--- src/rtl/uart_pkg.sv ---
// -----------------------------------------------------------------------------
// uart_pkg
// Shared definitions for the UART transmitter and the matching receiver.
//   tx_state_t  : transmitter FSM state encoding (IDLE, START, DATA, PARITY, STOP)
//   UART_DATA_W : payload width of one serial frame
//   IDLE_LINE   : level of the serial line when no frame is in progress
//   even_parity : even-parity bit for one payload byte
// -----------------------------------------------------------------------------
package uart_pkg;

    localparam int   UART_DATA_W = 8;
    localparam logic IDLE_LINE   = 1'b1;

    typedef enum logic [2:0] {
        IDLE   = 3'd0,
        START  = 3'd1,
        DATA   = 3'd2,
        PARITY = 3'd3,
        STOP   = 3'd4
    } tx_state_t;

    // Even parity: the XOR of all data bits, so the total count of ones is even.
    function automatic logic even_parity(input logic [UART_DATA_W-1:0] data);
        return ^data;
    endfunction

endpackage

--- src/rtl/uart_tx_fifo.sv ---
// -----------------------------------------------------------------------------
// uart_tx_fifo
// Synchronous first-word-fall-through FIFO buffering bytes for the transmitter.
// Ports:
//   clk_i   : clock, rising edge
//   rst_i   : asynchronous active-high reset, empties the FIFO
//   push_i  : write data_i (ignored when full)
//   data_i  : write data
//   pop_i   : drop the head entry (ignored when empty)
//   data_o  : head entry, valid whenever empty_o is low
//   count_o : number of stored entries, 0..DEPTH
//   full_o  : count_o == DEPTH
//   empty_o : count_o == 0
// -----------------------------------------------------------------------------
module uart_tx_fifo #(
    parameter int DEPTH = 4,
    parameter int WIDTH = 8
) (
    input  logic                     clk_i,
    input  logic                     rst_i,
    input  logic                     push_i,
    input  logic [WIDTH-1:0]         data_i,
    input  logic                     pop_i,
    output logic [WIDTH-1:0]         data_o,
    output logic [$clog2(DEPTH):0]   count_o,
    output logic                     full_o,
    output logic                     empty_o
);

    localparam int AW = $clog2(DEPTH);
    localparam int CW = AW + 1;

    logic [WIDTH-1:0] mem_q [DEPTH];
    logic [AW-1:0]    wr_ptr_q, wr_ptr_d;
    logic [AW-1:0]    rd_ptr_q, rd_ptr_d;
    logic [CW-1:0]    count_q, count_d;
    logic             do_push_s;
    logic             do_pop_s;

    assign full_o    = (count_q == CW'(DEPTH));
    assign empty_o   = (count_q == {CW{1'b0}});
    assign do_push_s = push_i && !full_o;
    assign do_pop_s  = pop_i && !empty_o;
    assign data_o    = mem_q[rd_ptr_q];
    assign count_o   = count_q;

    // Pointer and occupancy next-state; DEPTH is a power of two so pointers wrap naturally.
    always_comb begin
        wr_ptr_d = wr_ptr_q;
        rd_ptr_d = rd_ptr_q;
        count_d  = count_q;
        if (do_push_s) begin
            wr_ptr_d = wr_ptr_q + AW'(1);
        end else begin
            wr_ptr_d = wr_ptr_q;
        end
        if (do_pop_s) begin
            rd_ptr_d = rd_ptr_q + AW'(1);
        end else begin
            rd_ptr_d = rd_ptr_q;
        end
        case ({do_push_s, do_pop_s})
            2'b10:   count_d = count_q + CW'(1);
            2'b01:   count_d = count_q - CW'(1);
            default: count_d = count_q;
        endcase
    end

    // Pointer and occupancy registers.
    always_ff @(posedge clk_i or posedge rst_i) begin
        if (rst_i) begin
            wr_ptr_q <= {AW{1'b0}};
            rd_ptr_q <= {AW{1'b0}};
            count_q  <= {CW{1'b0}};
        end else begin
            wr_ptr_q <= wr_ptr_d;
            rd_ptr_q <= rd_ptr_d;
            count_q  <= count_d;
        end
    end

    // Storage array; contents need no reset because the count gates every read.
    always_ff @(posedge clk_i) begin
        if (do_push_s) begin
            mem_q[wr_ptr_q] <= data_i;
        end
    end

endmodule

--- src/rtl/uart_tx_wrapper.sv ---
// -----------------------------------------------------------------------------
// uart_tx_wrapper
// Buffered UART transmitter: byte FIFO in front of a start/data/stop framer.
// Optional build macro: UART_TX_PARITY_EN adds an even-parity bit (8E1 frame);
// without it the frame is 8N1.
// Parameters:
//   CLKS_PER_BIT : system clocks per serial bit (>= 2)
//   FIFO_DEPTH   : transmit buffer entries (power of two, >= 2)
// Ports:
//   I_sys_clk    : system clock, rising edge
//   I_sys_rst    : asynchronous active-high reset; aborts any frame, empties FIFO
//   I_tx_data    : byte to queue
//   I_tx_valid   : I_tx_data valid; accepted only together with o_tx_ready
//   o_tx_ready   : FIFO has room this cycle
//   o_tx_serial  : registered UART line, idles high
//   o_tx_busy    : framer is not idle
//   o_tx_done    : one-cycle pulse during the final stop-bit cycle on the line
//   o_fifo_count : number of queued bytes
// -----------------------------------------------------------------------------
module uart_tx_wrapper
    import uart_pkg::*;
#(
    parameter int CLKS_PER_BIT = 868,
    parameter int FIFO_DEPTH   = 4
) (
    input  logic                          I_sys_clk,
    input  logic                          I_sys_rst,
    input  logic [UART_DATA_W-1:0]        I_tx_data,
    input  logic                          I_tx_valid,
    output logic                          o_tx_ready,
    output logic                          o_tx_serial,
    output logic                          o_tx_busy,
    output logic                          o_tx_done,
    output logic [$clog2(FIFO_DEPTH):0]   o_fifo_count
);

    localparam int                BAUD_W    = $clog2(CLKS_PER_BIT);
    localparam logic [BAUD_W-1:0] BAUD_LAST = BAUD_W'(CLKS_PER_BIT - 1);

    tx_state_t              state_q, state_d;
    logic [BAUD_W-1:0]      baud_q, baud_d;
    logic [2:0]             bit_idx_q, bit_idx_d;
    logic [UART_DATA_W-1:0] shift_q, shift_d;
    logic                   serial_q, serial_d;
    logic                   done_q, done_d;
`ifdef UART_TX_PARITY_EN
    logic                   parity_q, parity_d;
`endif

    logic                   push_s;
    logic                   pop_s;
    logic                   baud_last_s;
    logic [UART_DATA_W-1:0] head_s;
    logic                   full_s;
    logic                   empty_s;

    // full means count == FIFO_DEPTH, so this is count < FIFO_DEPTH from the
    // registered count: a pop in the same cycle does not reopen a full FIFO.
    assign o_tx_ready  = ~full_s;
    assign push_s      = I_tx_valid && o_tx_ready;
    assign baud_last_s = (baud_q == BAUD_LAST);

    assign o_tx_serial = serial_q;
    assign o_tx_done   = done_q;
    assign o_tx_busy   = (state_q != IDLE);

    uart_tx_fifo #(
        .DEPTH (FIFO_DEPTH),
        .WIDTH (UART_DATA_W)
    ) u_fifo (
        .clk_i   (I_sys_clk),
        .rst_i   (I_sys_rst),
        .push_i  (push_s),
        .data_i  (I_tx_data),
        .pop_i   (pop_s),
        .data_o  (head_s),
        .count_o (o_fifo_count),
        .full_o  (full_s),
        .empty_o (empty_s)
    );

    // Framer next-state: state sequencing, baud timing, bit index and shifter.
    always_comb begin
        state_d   = state_q;
        baud_d    = baud_q;
        bit_idx_d = bit_idx_q;
        shift_d   = shift_q;
        done_d    = 1'b0;
        pop_s     = 1'b0;
`ifdef UART_TX_PARITY_EN
        parity_d  = parity_q;
`endif
        case (state_q)
            IDLE: begin
                if (!empty_s) begin
                    pop_s     = 1'b1;
                    shift_d   = head_s;
`ifdef UART_TX_PARITY_EN
                    parity_d  = even_parity(head_s);
`endif
                    baud_d    = {BAUD_W{1'b0}};
                    bit_idx_d = 3'd0;
                    state_d   = START;
                end else begin
                    state_d   = IDLE;
                end
            end
            START: begin
                if (baud_last_s) begin
                    baud_d  = {BAUD_W{1'b0}};
                    state_d = DATA;
                end else begin
                    baud_d  = baud_q + BAUD_W'(1);
                end
            end
            DATA: begin
                if (baud_last_s) begin
                    baud_d    = {BAUD_W{1'b0}};
                    shift_d   = {1'b0, shift_q[UART_DATA_W-1:1]};
                    bit_idx_d = bit_idx_q + 3'd1;
                    // Leaving after bit 7, when the index wraps back to 0.
                    if (bit_idx_q == 3'd7) begin
`ifdef UART_TX_PARITY_EN
                        state_d = PARITY;
`else
                        state_d = STOP;
`endif
                    end else begin
                        state_d = DATA;
                    end
                end else begin
                    baud_d = baud_q + BAUD_W'(1);
                end
            end
`ifdef UART_TX_PARITY_EN
            PARITY: begin
                if (baud_last_s) begin
                    baud_d  = {BAUD_W{1'b0}};
                    state_d = STOP;
                end else begin
                    baud_d  = baud_q + BAUD_W'(1);
                end
            end
`endif
            STOP: begin
                if (baud_last_s) begin
                    baud_d  = {BAUD_W{1'b0}};
                    done_d  = 1'b1;
                    state_d = IDLE;
                end else begin
                    baud_d  = baud_q + BAUD_W'(1);
                end
            end
            default: begin
                baud_d  = {BAUD_W{1'b0}};
                state_d = IDLE;
            end
        endcase
    end

    // Line level for the current state; registered below, so the line trails
    // the state by one cycle and done lines up with the last stop-bit cycle.
    always_comb begin
        serial_d = IDLE_LINE;
        case (state_q)
            IDLE:    serial_d = IDLE_LINE;
            START:   serial_d = 1'b0;
            DATA:    serial_d = shift_q[0];
`ifdef UART_TX_PARITY_EN
            PARITY:  serial_d = parity_q;
`endif
            STOP:    serial_d = 1'b1;
            default: serial_d = IDLE_LINE;
        endcase
    end

    // Framer state and registered outputs.
    always_ff @(posedge I_sys_clk or posedge I_sys_rst) begin
        if (I_sys_rst) begin
            state_q   <= IDLE;
            baud_q    <= {BAUD_W{1'b0}};
            bit_idx_q <= 3'd0;
            shift_q   <= {UART_DATA_W{1'b0}};
            serial_q  <= IDLE_LINE;
            done_q    <= 1'b0;
`ifdef UART_TX_PARITY_EN
            parity_q  <= 1'b0;
`endif
        end else begin
            state_q   <= state_d;
            baud_q    <= baud_d;
            bit_idx_q <= bit_idx_d;
            shift_q   <= shift_d;
            serial_q  <= serial_d;
            done_q    <= done_d;
`ifdef UART_TX_PARITY_EN
            parity_q  <= parity_d;
`endif
        end
    end

endmodule

--- config.mk ---
export PLATFORM = sky130hd
export DESIGN_NAME = uart_tx_wrapper
export DESIGN_NICKNAME = d
export VERILOG_FILES = /design/src/rtl/uart_pkg.sv /design/src/rtl/uart_tx_fifo.sv /design/src/rtl/uart_tx_wrapper.sv
export SDC_FILE = /design/constraint.sdc
export NUM_CORES = 1
export LEC_CHECK = 0
export ABC_AREA = 1
export CELL_PAD_IN_SITES_DETAIL_PLACEMENT = 1
export CELL_PAD_IN_SITES_GLOBAL_PLACEMENT = 2
export CORE_MARGIN = 10
export CORE_UTILIZATION = 34
export CTS_CLUSTER_DIAMETER = 80
export DETAILED_ROUTE_END_ITERATION = 16
export PLACE_DENSITY = 0.84
export SETUP_SLACK_MARGIN = 0.02
export SYNTH_ARGS = -nofsm -noshare
export SYNTH_HDL_FRONTEND = slang
export SYNTH_HIERARCHICAL = 1
export SYNTH_SLANG_ARGS = --single-unit
--- constraint.sdc ---
create_clock -name I_sys_clk -period 1.9 [get_ports I_sys_clk]
set_input_delay 0.38 -clock I_sys_clk [delete_from_list [all_inputs] [get_ports I_sys_clk]]
set_output_delay 0.38 -clock I_sys_clk [all_outputs]
set_load 0.02 [all_outputs]
== Word level (Yosys, flattened, before mapping) ==
Memory sizes are Yosys's and may differ from the RTL's.
Cells that the tools add are included.

* Register bits: 33
* Bits in writable memories: 32
* Input bits: 11
* Output and inout port bits: 7
* Word-level logic and storage cells: 65
* Memories kept: 1

* Add/subtract/negate cells: 6
* Eq/ne operators: 12
* Mux-type cells: 23
* Bitwise gates (word level): 1
* Reduce and logical (&&, ||, !) cells: 13

{| class="wikitable"
|+ Memories
! memory !! words !! bits a word !! read ports !! clocked after memory_dff !! wr ports !! line !! source
|-
| u_fifo.mem_q || 4 || 8 || 1 || 0 || 1 || uart_tx_fifo.sv:33 || <nowiki>logic [WIDTH-1:0] mem_q [DEPTH];</nowiki>
|}

{| class="wikitable"
|+ Operator list
! operator !! count
|-
| two-way mux 10 bit || 2
|-
| one-hot mux 10 bit (2 select lines) || 1
|-
| two-way mux 3 bit || 6
|-
| two-way mux 8 bit || 2
|-
| one-hot mux 8 bit (2 select lines) || 1
|-
| one-hot mux 3 bit (2 select lines) || 2
|-
| one-hot mux 3 bit (4 select lines) || 1
|-
| adder 10 x 1 -> 10 bit (second input constant) || 1
|-
| == test 10 bit (second input constant) || 1
|-
| == test 3 bit (second input constant) || 3
|-
| != test 2 bit (second input constant) || 4
|-
| two-way mux 1 bit || 7
|-
| adder 3 x 1 -> 3 bit (second input constant) || 2
|-
| zero test 3 bit || 2
|-
| AND reduction 3 bit || 2
|-
| adder 2 x 1 -> 2 bit (second input constant) || 2
|-
| nonzero test 2 bit || 2
|-
| == test 3 x 1 -> 1 bit (second input constant) || 1
|-
| == test 3 x 2 -> 1 bit (second input constant) || 1
|-
| logical AND 1 bit || 3
|-
| nonzero test 3 bit || 1
|-
| OR reduction 3 bit || 1
|-
| subtractor 3 x 1 -> 3 bit (second input constant) || 1
|-
| == test 2 x 1 -> 1 bit (second input constant) || 1
|-
| 4 further kinds || 5
|}

== Longest topological paths before layout ==
* Depth in word-level cells: 6
* Mapped depth: 14
* Gate-level depth less buffers: 14

== Cells and area by module ==
The synthesis kept the hierarchy.

{| class="wikitable"
|+ By module, submodules not included
! module !! instances !! cells an instance !! area an instance (µm²) !! sequential area each (µm²)
|-
| uart_tx_fifo || 1 || 155 || 1755.4 || 1136.1
|-
| uart_tx_wrapper || 1 || 201 || 1496.4 || 651.9
|}

== Worst setup path before layout ==
OpenSTA, ideal clock, no wires.

* Path type: register to register
* From: reg u_fifo.count_q[0] (netlist: u_fifo/count_o[0])
* To: reg u_fifo.count_q[2] (netlist: u_fifo/count_o[2])
* Library setup time: 0.117 ns
* Data arrival time: 1.906 ns
* Data required time: 1.783 ns
* Setup slack: -0.123 ns
* Stages on the path, launching flop included: 14
* Buffers on the path: 0
* Period minus slack after synthesis: 2.023 ns
* Cell sequence: dfrtp_1 -> inv_1 -> nand3_2 -> inv_1 -> nor2_1 -> nand2_1 -> inv_1 -> ha_1 -> inv_1 -> fa_1 -> nand2_1 -> nand3_1 -> nand2_1 -> nand2_1

* Cells in the longest elaborated chain, start to end: 6
* Elaborated cells on any way between the ends: 16
* Classes of those cells: add/sub: 2; eq/ne: 3; mux: 3; bitwise: 1; reduce/logical: 7

{| class="wikitable"
|+ Ends and longest elaborated chain
! element !! line !! source
|-
| from (decl) || uart_tx_fifo.sv:36 || <nowiki>logic [CW-1:0] count_q, count_d;</nowiki>
|-
| from (signal assigned) || uart_tx_fifo.sv:74 || <nowiki>count_q <= {CW{1'b0}};</nowiki>
|-
| from (signal assigned) || uart_tx_fifo.sv:78 || <nowiki>count_q <= count_d;</nowiki>
|-
| zero test 3 bit (*) || uart_tx_fifo.sv:41 || <nowiki>assign empty_o = (count_q == {CW{1'b0}});</nowiki>
|-
| net empty_s || uart_tx_wrapper.sv:55 || <nowiki>logic empty_s;</nowiki>
|-
| two-way mux 1 bit (*) || uart_tx_wrapper.sv:95 || <nowiki>if (!empty_s) begin</nowiki>
|-
| two-way mux 1 bit (*) || uart_tx_wrapper.sv:93 || <nowiki>case (state_q)</nowiki>
|-
| net pop_s || uart_tx_wrapper.sv:51 || <nowiki>logic pop_s;</nowiki>
|-
| logical AND 1 bit (*) || uart_tx_fifo.sv:43 || <nowiki>assign do_pop_s = pop_i && !empty_o;</nowiki>
|-
| net u_fifo.do_pop_s || uart_tx_fifo.sv:38 || <nowiki>logic do_pop_s;</nowiki>
|-
| == test 2 x 1 -> 1 bit / == test 2 bit (equally long branches) || uart_tx_fifo.sv:62 || <nowiki>case ({do_push_s, do_pop_s})</nowiki>
|-
| one-hot mux 3 bit (2 select lines) / nonzero test 2 bit (equally long branches) || n/a ||
|}

Mark *: on every way through the listed nets, which the timed path passes. The rest lies on a longest branch.
A chain may end at the register's enable or synchronous reset.

== Final worst setup path ==
* From: reg u_fifo.count_q[1] (netlist: u_fifo/count_o[1])
* To: out o_fifo_count[1]

{| class="wikitable"
|+ RTL lines
! element !! line !! source
|-
| to (decl) || uart_tx_wrapper.sv:34 || <nowiki>output logic [$clog2(FIFO_DEPTH):0] o_fifo_count</nowiki>
|}

No word-level cell between the ends.

==> impl_metrics.toml <==
[timing]
worst_slack_ps = 61.9
period_needed_ps = 1840
rsz0062_at_grt = "yes"
fmax_mhz = 544
hold_violations = 0
drv_slew = 0
fin_skew_ps = 15.1
slew_headroom = 0.673
fin_hold_ws_ps = 303
setup_viol = 0
setup_tns_ps = 0
finalCritPeriodShare = 0.967
max_slew.worst_pin.slew_ps = 490

[clock_network]
cts_root_buffer = "clkbuf_8"
cts_num_sinks = 65
htree_levels = 3
ctsHoldBuffers = 0
cts_tree = "built"
cts_max_path_buffers = 2
path_clk_slew_ps = 80
clkLatencyLatePin_ps = 350
cts_buffers = 9

[synthesis]
yosysUniqueCellTypes = 30
syn_area_um2 = 3250
synthCells = 356
synth_area_leaders = "edfxtp_1 30%, dfrtp_1 25%, nand2_1 14%"
ys_seq_area_frac = 0.550
yosysWarningCount = 6
synth-seq-cells = 65
synth_area_per_cell_um2 = 9.13
synth_top_area_cell = "edfxtp_1"
synth.net_count = 376
synth_top_area_share = 0.295

[routing]
dr_wl_met2_um = 3400
via_count = 2453
first_pass_iters = 4
wl_met3_um = 156
ant_nets = 0
top_layer_used = "met4"
met1_length_um = 3440
drc = 0
viasPerCell = 4.57
first_iter_violations = 100
routed_wirelength_um = 7100
post_drt_wl_per_cell_um = 13.2

[setup_path]
required_ps = 1520
cp-start-kind = "flip-flop"
crit_type = "flip-flop to output port"
cp-end-kind = "output port"
cp_data_arrival_time_ps = 1460
crit_fanout = 2

[grt]
overflow = 0
track_usage = 0.106
antenna_found_initial = 0
grt_pass1_vias = 2563
grt_first_pass_wirelength_um = 12200
grt_max_degree = 34

[layout]
layout_commonest_cell = "nand2_1"
drive_gt1_frac = 0.213
area_growth_pct = 21.8
diodes = 0
fin_cells = 537
nNetsFinal = 423
mostFrequentLayoutCells = "118 x nand2_1, 41 x inv_1, 32 x edfxtp_1"
post-route-util = 0.427
fin_area_um2 = 3960

[power_and_ir_drop]
p_per_area_nw_per_um2 = 1520
vdd_ir_drop_max_v = 0.000676
leakage_nw = 1.88
total_power_mw = 6.02

[die]
start_util = 0.350
core_um2 = 9280
fp-row-count = 35
dieArea_um2 = 13900
pin_count = 18
die_height_um = 118
fp.dieW_um = 118

[placement]
dp_slack_ps = -200
io_buffers = 17
gp_congestion = 0.744
dpl.hpwl_um = 5090
dpl.cell_count = 511
placed_area_um2 = 3650

[run]
maxCapViolCount = 0

[status]
outcome = "complete, no violations"

[hold_path]
min_path_type = "primary input to async pin"
-- worst max-delay path, cell delays in order, from the launching register on --
cell,delay (ps)
dfrtp_2,400
buf_4,120
clkdlybuf4s50_1,600
-- where the power goes --
part | switching, mW | internal (mW) | leakage (nW)
registers | 0.237 | 1.89 | 0.713
logic | 1.58 | 1.05 | 1.06
clock network | 0.631 | 0.631 | 0.103
-- metal layers --
layer  track usage  up-vias
met5             0        -
li1              -     1241
met4        0.0440        0
met3        0.0245        9
met2         0.173       21
met1         0.131     1182
-- kinds of logic (layout without fill, tap and decap cells) --
kind of cell             after synthesis  count (layout)  share of synthesized area
AND/OR/NAND/NOR                      187             187                      0.258
flip-flops                            65              65                      0.550
buffers and inverters                 65             117                     0.0908
AO/OA/AOI/OAI                         26              26                     0.0539
adder cells (fa/ha/maj)                9               9                     0.0369
XOR/XNOR                               4               4                     0.0108
-- Yosys cell counts --
master	instances
dfrtp_1	32
o22ai_1	1
fa_1	1
nand3b_1	3
nand2_2	3
ha_1	8
nor3_1	1
nand4_1	3
a21oi_2	1
nor4b_1	1
nand2_1	122
buf_4	2
nand3_1	27
o211ai_1	16
buf_6	4
nor2_1	18
dfstp_2	1
nand2_4	2
xnor2_1	1
nor2_4	3
inv_1	48
nand3_4	1
inv_2	7
buf_2	3
clkbuf_8	1
xor2_1	3
edfxtp_1	32
nand3_2	3
o21ai_0	6
a21oi_1	2
-- worst paths after layout --
| check | startpoint | to | slack (ps) | depth (start not counted) |
|---|---|---|---|---|
| hold reg to reg | shift_q[6] | shift_q[6] | 480 | 2 |
| max in group asynchronous | I_sys_rst | o_tx_serial | 1160 | 3 |
| setup / recovery | u_fifo/count_o[1] | o_fifo_count[1] | 60 | 2 |
| hold / removal | I_sys_rst | u_fifo/rd_ptr_q[1] | 300 | 2 |
| setup reg to reg | state_q[2] | u_fifo/count_o[2] | 80 | 12 |
| min in group I_sys_clk | shift_q[6] | shift_q[6] | 480 | 2 |
-- registers in the layout, summed over array words and instances (netlist names), 2 cells and up --
register and cells:
state_q 3, u_fifo/rd_ptr_q 2, u_fifo/wr_ptr_q 2, u_fifo/count_o 3, bit_idx_q 3, u_fifo/mem_q 32, shift_q 8, baud_q 10
-- layout make-up --
class / instances / area [um2]
clock buffer: 9 / 124
clock inverter: 7 / 83.8
fill: 1112 / 5320
inverter: 55 / 209
multi-input combinational: 226 / 1200
sequential: 65 / 1790
tap: 129 / 161
timing repair buffer: 46 / 388
-- repair_timing --
| action | in CTS | in global routing |
|---|---|---|
| resized for setup | 9 | 12 |
| setup buffers | 8 | 2 |
| pin swaps | 6 | 9 |
| setup endpoints to repair | 4 | 3 |
| cloned | 0 | 0 |
Note: power is estimated with default switching activity, not from simulation.
